==> src/rtl/mq_cu_sched_pkg.sv <==
// Shared definitions for the MQ coder code unit (CU) and the byte-out unit.
//   state_e       : CU scheduler states.
//   CT_INIT_DFLT  : CT value after reset or a coder-reset job.
//   CT_RELOAD     : CT reload after a normal byte-out.
//   CT_RELOAD_FF  : CT reload after a 0xFF byte. Bit stuffing leaves room for only 7 bits.
package mq_cu_sched_pkg;

  typedef enum logic [3:0] {
    IDLE,
    ADD,
    SHIFT,
    BYTEOUT,
    F_SET,
    F_SH1,
    F_BO1,
    F_SH2,
    F_BO2,
    DONE
  } state_e;

  localparam int CT_INIT_DFLT = 12;
  localparam int CT_RELOAD    = 8;
  localparam int CT_RELOAD_FF = 7;

endpackage

==> src/rtl/mq_cu_sched_if.sv <==
// Bundle between the IU->CU pipeline register, the byte-out unit and the CU scheduler.
//   Job in      : in_valid, in_ready, lz, csel, rst_cu, flush_cu
//   Byte-out    : b_is_ff, bo_ack (byte-out unit -> CU), bo_req (CU -> byte-out unit)
//   C register  : c_add, setbits, shift_en, shift_amt
//   Status      : ct, done
// The master modport is the job/byte-out side. The slave modport is the scheduler.
interface mq_cu_sched_if #(
  parameter int LZW = 4,
  parameter int CTW = 4
) ();
  logic           in_valid;
  logic           in_ready;
  logic [LZW-1:0] lz;
  logic           csel;
  logic           rst_cu;
  logic           flush_cu;
  logic           b_is_ff;
  logic           bo_ack;
  logic           c_add;
  logic           setbits;
  logic           shift_en;
  logic [LZW-1:0] shift_amt;
  logic           bo_req;
  logic [CTW-1:0] ct;
  logic           done;

  modport master (
    output in_valid, lz, csel, rst_cu, flush_cu, b_is_ff, bo_ack,
    input  in_ready, c_add, setbits, shift_en, shift_amt, bo_req, ct, done
  );

  modport slave (
    input  in_valid, lz, csel, rst_cu, flush_cu, b_is_ff, bo_ack,
    output in_ready, c_add, setbits, shift_en, shift_amt, bo_req, ct, done
  );
endinterface

==> src/rtl/mq_cu_sched.sv <==
// MQ coder code-unit scheduler.
// The scheduler takes renormalisation jobs from the IU->CU register. For each job it
// sequences the C add, the CT-bounded shifts and the byte-out handshakes. It also runs
// the FLUSH sequence. The CT counter lives here.
//   clk  : clock
//   rst  : synchronous reset, active-low
//   bus  : mq_cu_sched_if.slave. It carries the job handshake, the byte-out handshake,
//          the C-register controls, ct and done.
// All outputs decode from the registered state, so every output is a Moore output.
module mq_cu_sched
  import mq_cu_sched_pkg::*;
#(
  parameter int LZW     = 4,
  parameter int CTW     = 4,
  parameter int CT_INIT = CT_INIT_DFLT
) (
  input  logic            clk,
  input  logic            rst,
  mq_cu_sched_if.slave    bus
);

  localparam int AW = (LZW > CTW) ? LZW : CTW;
  localparam logic [CTW-1:0] CT_INIT_V   = CTW'(CT_INIT);
  localparam logic [CTW-1:0] RELOAD_V    = CTW'(CT_RELOAD);
  localparam logic [CTW-1:0] RELOAD_FF_V = CTW'(CT_RELOAD_FF);

  // The shift distance is capped by CT, so a single shift never crosses a byte boundary.
  function automatic logic [AW-1:0] min_amt(input logic [LZW-1:0] r, input logic [CTW-1:0] c);
    logic [AW-1:0] re;
    logic [AW-1:0] ce;
    re = AW'(r);
    ce = AW'(c);
    return (re < ce) ? re : ce;
  endfunction

  state_e         state_q, state_d;
  logic [CTW-1:0] ct_q, ct_d;
  logic [LZW-1:0] rem_q, rem_d;
  logic           csel_q, csel_d;

  logic           in_ready;
  logic           c_add;
  logic           setbits;
  logic           shift_en;
  logic [LZW-1:0] shift_amt;
  logic           bo_req;
  logic           done;
  logic [AW-1:0]  amt;
  logic [CTW-1:0] reload;

  always_comb begin
    state_d   = state_q;
    ct_d      = ct_q;
    rem_d     = rem_q;
    csel_d    = csel_q;
    in_ready  = 1'b0;
    c_add     = 1'b0;
    setbits   = 1'b0;
    shift_en  = 1'b0;
    shift_amt = '0;
    bo_req    = 1'b0;
    done      = 1'b0;
    amt       = min_amt(rem_q, ct_q);
    reload    = bus.b_is_ff ? RELOAD_FF_V : RELOAD_V;

    case (state_q)
      IDLE: begin
        in_ready = 1'b1;
        if (bus.in_valid) begin
          if (bus.rst_cu) begin
            ct_d  = CT_INIT_V;
            rem_d = '0;
          end else if (bus.flush_cu) begin
            rem_d   = '0;
            state_d = F_SET;
          end else begin
            rem_d   = bus.lz;
            csel_d  = bus.csel;
            state_d = ADD;
          end
        end
      end
      ADD: begin
        c_add   = csel_q;
        state_d = (rem_q == '0) ? IDLE : SHIFT;
      end
      SHIFT: begin
        shift_en  = 1'b1;
        shift_amt = LZW'(amt);
        ct_d      = ct_q - CTW'(amt);
        rem_d     = rem_q - LZW'(amt);
        // An emptied CT takes priority: the byte goes out before any remaining shift.
        if (ct_d == '0)        state_d = BYTEOUT;
        else if (rem_d == '0)  state_d = IDLE;
        else                   state_d = SHIFT;
      end
      BYTEOUT: begin
        bo_req = 1'b1;
        if (bus.bo_ack) begin
          ct_d    = reload;
          state_d = (rem_q != '0) ? SHIFT : IDLE;
        end
      end
      F_SET: begin
        setbits = 1'b1;
        state_d = F_SH1;
      end
      F_SH1, F_SH2: begin
        // The flush pushes out every bit CT still holds.
        shift_en  = 1'b1;
        shift_amt = LZW'(ct_q);
        ct_d      = '0;
        state_d   = (state_q == F_SH1) ? F_BO1 : F_BO2;
      end
      F_BO1, F_BO2: begin
        bo_req = 1'b1;
        if (bus.bo_ack) begin
          ct_d    = reload;
          state_d = (state_q == F_BO1) ? F_SH2 : DONE;
        end
      end
      DONE: begin
        done    = 1'b1;
        ct_d    = CT_INIT_V;
        state_d = IDLE;
      end
      default: state_d = IDLE;
    endcase
  end

  always_ff @(posedge clk) begin
    if (!rst) begin
      state_q <= IDLE;
      ct_q    <= CT_INIT_V;
      rem_q   <= '0;
      csel_q  <= 1'b0;
    end else begin
      state_q <= state_d;
      ct_q    <= ct_d;
      rem_q   <= rem_d;
      csel_q  <= csel_d;
    end
  end

  assign bus.in_ready  = in_ready;
  assign bus.c_add     = c_add;
  assign bus.setbits   = setbits;
  assign bus.shift_en  = shift_en;
  assign bus.shift_amt = shift_amt;
  assign bus.bo_req    = bo_req;
  assign bus.ct        = ct_q;
  assign bus.done      = done;

endmodule
==> src/flat_wrapper.sv <==
// flat-port wrapper written by rule: the top's interface ports become plain ports
module mq_cu_sched_flat import mq_cu_sched_pkg::*;
#(
  parameter int LZW     = 4,
  parameter int CTW     = 4,
  parameter int CT_INIT = CT_INIT_DFLT
)
  (clk, rst, bus_in_valid, bus_lz, bus_csel, bus_rst_cu, bus_flush_cu, bus_b_is_ff, bus_bo_ack, bus_in_ready, bus_c_add, bus_setbits, bus_shift_en, bus_shift_amt, bus_bo_req, bus_ct, bus_done);
  mq_cu_sched_if #(.LZW(LZW), .CTW(CTW)) bus_i ();
  input  logic clk;
  input  logic rst;
  input wire logic [$bits(bus_i.in_valid)-1:0] bus_in_valid;
  input wire logic [$bits(bus_i.lz)-1:0] bus_lz;
  input wire logic [$bits(bus_i.csel)-1:0] bus_csel;
  input wire logic [$bits(bus_i.rst_cu)-1:0] bus_rst_cu;
  input wire logic [$bits(bus_i.flush_cu)-1:0] bus_flush_cu;
  input wire logic [$bits(bus_i.b_is_ff)-1:0] bus_b_is_ff;
  input wire logic [$bits(bus_i.bo_ack)-1:0] bus_bo_ack;
  output wire logic [$bits(bus_i.in_ready)-1:0] bus_in_ready;
  output wire logic [$bits(bus_i.c_add)-1:0] bus_c_add;
  output wire logic [$bits(bus_i.setbits)-1:0] bus_setbits;
  output wire logic [$bits(bus_i.shift_en)-1:0] bus_shift_en;
  output wire logic [$bits(bus_i.shift_amt)-1:0] bus_shift_amt;
  output wire logic [$bits(bus_i.bo_req)-1:0] bus_bo_req;
  output wire logic [$bits(bus_i.ct)-1:0] bus_ct;
  output wire logic [$bits(bus_i.done)-1:0] bus_done;
  assign bus_i.in_valid = bus_in_valid;
  assign bus_i.lz = bus_lz;
  assign bus_i.csel = bus_csel;
  assign bus_i.rst_cu = bus_rst_cu;
  assign bus_i.flush_cu = bus_flush_cu;
  assign bus_i.b_is_ff = bus_b_is_ff;
  assign bus_i.bo_ack = bus_bo_ack;
  assign bus_in_ready = bus_i.in_ready;
  assign bus_c_add = bus_i.c_add;
  assign bus_setbits = bus_i.setbits;
  assign bus_shift_en = bus_i.shift_en;
  assign bus_shift_amt = bus_i.shift_amt;
  assign bus_bo_req = bus_i.bo_req;
  assign bus_ct = bus_i.ct;
  assign bus_done = bus_i.done;
  mq_cu_sched #(.LZW(LZW), .CTW(CTW), .CT_INIT(CT_INIT)) u_core (.clk(clk), .rst(rst), .bus(bus_i));
endmodule
==> config.mk <==
export PLATFORM = sky130hd
export DESIGN_NAME = mq_cu_sched_flat
export DESIGN_NICKNAME = d
export VERILOG_FILES = /design/src/rtl/mq_cu_sched_pkg.sv /design/src/rtl/mq_cu_sched_if.sv /design/src/rtl/mq_cu_sched.sv /design/src/flat_wrapper.sv
export SDC_FILE = /design/constraint.sdc
export NUM_CORES = 1
export LEC_CHECK = 0
export ABC_AREA = 1
export CORE_MARGIN = 8
export CORE_UTILIZATION = 35
export CTS_CLUSTER_SIZE = 10
export DETAILED_ROUTE_END_ITERATION = 12
export SLEW_MARGIN = 5
export SYNTH_ARGS = -nofsm -noshare
export SYNTH_HDL_FRONTEND = slang
export SYNTH_SLANG_ARGS = --single-unit
==> constraint.sdc <==
create_clock -name clk -period 5.8 [get_ports clk]
set_clock_uncertainty 0.05 [all_clocks]
set_input_delay 1.74 -clock clk [delete_from_list [all_inputs] [get_ports clk]]
set_output_delay 1.74 -clock clk [all_outputs]
set_load 0.01 [all_outputs]
==> flow_summary_export.csv <==
group,metric,value,unit
drt,detail_route.wl_per_cell,11.6,µm
clock_tree,cts_root_buf,"clkbuf_8",
floorplanning,initial_core_util,36.0,%
synth,synth-main-ff-cell,"dfxtp_1",
drt,post-route-drc-count,0,
layout,multi_input_area,882,µm²
setup_path,crit_path_top_delay_cell,"clkdlybuf4s50_1",
pwr,power_density,257,mW/mm²
synth,syn-mean-instance-area,6.27,µm²
clock_tree,postCtsHoldBufs,0,
synth,synth_top_cell_area_share,20.1,%
setup_path,critPathMaxFanout,6,
synth,post_synth_inst_count,207,
setup_path,regToRegStartpoint,"u_core.bus.ct[1]$_SDFFE_PN0P_",
global_routing,grt_util_all_layers,11.1,%
floorplanning,die_width,76.9,µm
setup_path,timing.critical_path.cells,"inv_1, ha_1, o21ai_1, nand2_1, nand3_1, nand2_1, o21ai_0, nand2_1, o21ai_0, clkdlybuf4s50_1",
drt,vias_per_cell,4.72,
setup_path,crit_path_start_kind,"flop",
floorplanning,ioPinCount,26,
synth,synthesis.yosys.warnings,0,
place,gpl.final_weighted_congestion,0.876,
floorplanning,die_height,76.9,µm
clock_tree,clk_path_buf_depth,2,
flow_run,cap_violations,0,
synth,total_of_flip_flops_plus_latches_after_synthesis,13,
global_routing,grt_pass1_vias,1215,
timing,setup_violations,0,
setup_path,r2r_end,"u_core.state_q[1]$_SDFFE_PN0P_",
layout,final_util,45.2,%
layout,seqCellArea,260,µm²
place,hpwlAfterDp,2.73,mm
global_routing,grt_antenna_before_repair,0,
timing,layout_min_cycle_time,4.27,ns
timing,worstMarginPinSlew,0.454,ns
setup_path,worst-path-buf-inv,2,
timing,rsz0062_at_grt,"no",
drt,route.antenna.remaining_nets,0,
clock_tree,post-cts-setup-buffers,0,
setup_path,worst-endpoint-arrival,2.48,ns
synth,synth-edff-count,0,
global_routing,grt_first_pass_wirelength,5.52,mm
synth,ys_async_sr_fraction,0,%
setup_path,required,4.01,ns
pwr,final_total_pwr,0.419,mW
synth,synth_cell_type_count,26,
setup_path,worst_r2r_path_depth,17,
synth,synth_top_cell_by_area,"dfxtp_1",
layout,nets,260,
drt,detailedRoute.firstIterationViolations,53,
drt,drt_wl_total,3.26,mm
floorplanning,core,0.00361,mm²
setup_path,critical_path_depth,10,
layout,layout-drive-gt1-share,9.44,%
timing,fmax,234,MHz
timing,finalMaxSlewViolations,0,
timing,hold_viol,0,
setup_path,startpoint,"u_core.bus.ct[1]$_SDFFE_PN0P_",
synth,synth.cells.most_frequent,"nand2_1 (51), inv_1 (29), nand3_1 (26)",
clock_tree,clock_sinks,13,
worst_hold_path,min-delay-path-class,"flop to flop",
floorplanning,die_area,0.00591,mm²
layout,n_fill_cell,381,
setup_path,setup.worst_path.end,"bus_shift_amt[0]",
setup_path,family_with_the_most_delay_on_the_worst_path,"buffers and inverters",
synth,yosys-top-cells-area,"dfxtp_1 (20%), nand2_1 (15%), ha_1 (12%), nand3_1 (10%), inv_1 (8.4%)",
pwr,peakVddDrop,0.0000918,V
synth,ys_seq_area_share,20.1,%
clock_tree,cts_tree,"built",
global_routing,grt_max_degree,12,
setup_path,path_common_cell,"nand2_1",
drt,drt_pass1_iterations,4,
setup_path,type_of_element_capturing_the_critical_path,"output port",
timing,max_slew_margin,69.5,%
global_routing,grt.overflow.total,0,
pwr,static_leakage,0.785,nW
timing,fin_crit_sh,73.6,%
place,port_buffers,25,
synth,post-synth-top-count-cell,"nand2_1",
run_status,outcome,"completed",
setup_path,timing.reg2reg.setup_slack,2.79,ns
setup_path,worst_path_largest_cell_delay,0.56,ns
layout,area_delta_synth_final,25.6,%
layout,insertedDiodeCount,0,
clock_tree,tritoncts.num_buffers,3,
drt,num_vias,1325,
synth,mappedNetlistNets,233,
synth,post_synth_instance_area,0.00130,mm²
clock_tree,clk_latency,0.25,ns
clock_tree,count_of_cells_resized_by_post_cts_repair,0,
floorplanning,placementRows,22,
timing,setup-tns-final,0,ns
clock_tree,clkSlewWorstSetupHoldPaths,0.06,ns
setup_path,worstSetupPathType,"flop to output port",
clock_tree,cts-htree-levels,1,
## flip-flops by register name (all words and copies together) (netlist names)
signal and cells:
u_core.rem_q 4, u_core.csel_q 1, u_core.state_q 4, u_core.bus.ct 4
## worst min path at each step
stage / cells after the start / from / slack [ns] / end
floorplan: 2 / u_core.rem_q[2]$_SDFFE_PN0P_ / 0.42 / u_core.rem_q[2]$_SDFFE_PN0P_
global placement: 2 / u_core.csel_q$_SDFFE_PN0P_ / 0.45 / u_core.csel_q$_SDFFE_PN0P_
detailed placement: 2 / u_core.csel_q$_SDFFE_PN0P_ / 0.45 / u_core.csel_q$_SDFFE_PN0P_
CTS: 2 / u_core.csel_q$_SDFFE_PN0P_ / 0.47 / u_core.csel_q$_SDFFE_PN0P_
global route: 2 / u_core.csel_q$_SDFFE_PN0P_ / 0.51 / u_core.csel_q$_SDFFE_PN0P_
finish: 2 / u_core.csel_q$_SDFFE_PN0P_ / 0.46 / u_core.csel_q$_SDFFE_PN0P_
## worst register-to-register path, stage by stage, from the launching register on
cell	delay, ns
dfxtp_1	0.45
inv_1	0.09
ha_1	0.29
o21ai_1	0.08
nand2_1	0.06
nand3_1	0.06
nand2_1	0.12
o21ai_0	0.37
ha_1	0.22
inv_1	0.06
fa_1	0.46
nor2_1	0.11
nand2_1	0.05
nor2_1	0.09
nand2_1	0.10
nand3_1	0.11
nand2_1	0.05
a21oi_1	0.12
## cell type report
class	count	share of cell area (%)
inverter	35	8.06
tap	48	3.69
sequential	13	16.0
multi-input combinational	156	54.1
timing repair buffer	25	15.4
clock buffer	4	2.76
## cell families (layout without fill, tap and decap cells)
kind of cell               Yosys count  in the layout  synth area share, %
DFF                                 13             13                 20.1
and+or+nand+nor                    108            108                 39.3
AOI/OAI and AO/OA                   33             33                 13.3
buffers and inverters               38             64                 12.0
adders and majority gates           14             14                 14.7
xor gates and xnor gates             1              1                0.675
## power by group
part / internal (mW) / total [mW] / switching, mW
Clock: 0.0486 / 0.0844 / 0.0358
Sequential: 0.101 / 0.118 / 0.0170
Combinational: 0.0910 / 0.216 / 0.125
## through the flow
step / hold WS [ns] / instance area, µm² / worst slack (ns) / instances
2_1_floorplan: 0.424 / 1300 / 2.40 / 207
3_3_place_gp: 0.446 / 1580 / 1.89 / 277
3_5_place_dp: 0.448 / 1580 / 1.77 / 277
4_1_cts: 0.466 / 1630 / 1.49 / 281
5_1_grt: 0.505 / 1630 / 1.27 / 281
6_report: 0.460 / 1630 / 1.53 / 281
## cell usage in the layout (no fill, tap or decap), drive strengths merged
cell type and count:
nor2 23, o21ai 16, nand2 54, dfxtp 13, nor3 1, o22ai 1, or2 1, nand3 27
a21boi 1, a21oi 15, clkdlybuf4s50 25, fa 2, inv 35, and2 1, nand4 1, ha 12
clkbuf 4, xor2 1
## metal layers
| layer | GRT usage (%) | up-vias | routed length, µm |
|---|---|---|---|
| met5 | 0 | - | 0 |
| met4 | 5.19 | 0 | 57 |
| met3 | 2.21 | 5 | 133 |
| met2 | 17.0 | 27 | 1370 |
| met1 | 14.6 | 577 | 1700 |
| li1 | - | 716 | - |
Note: power is estimated with default switching activity, not from simulation.
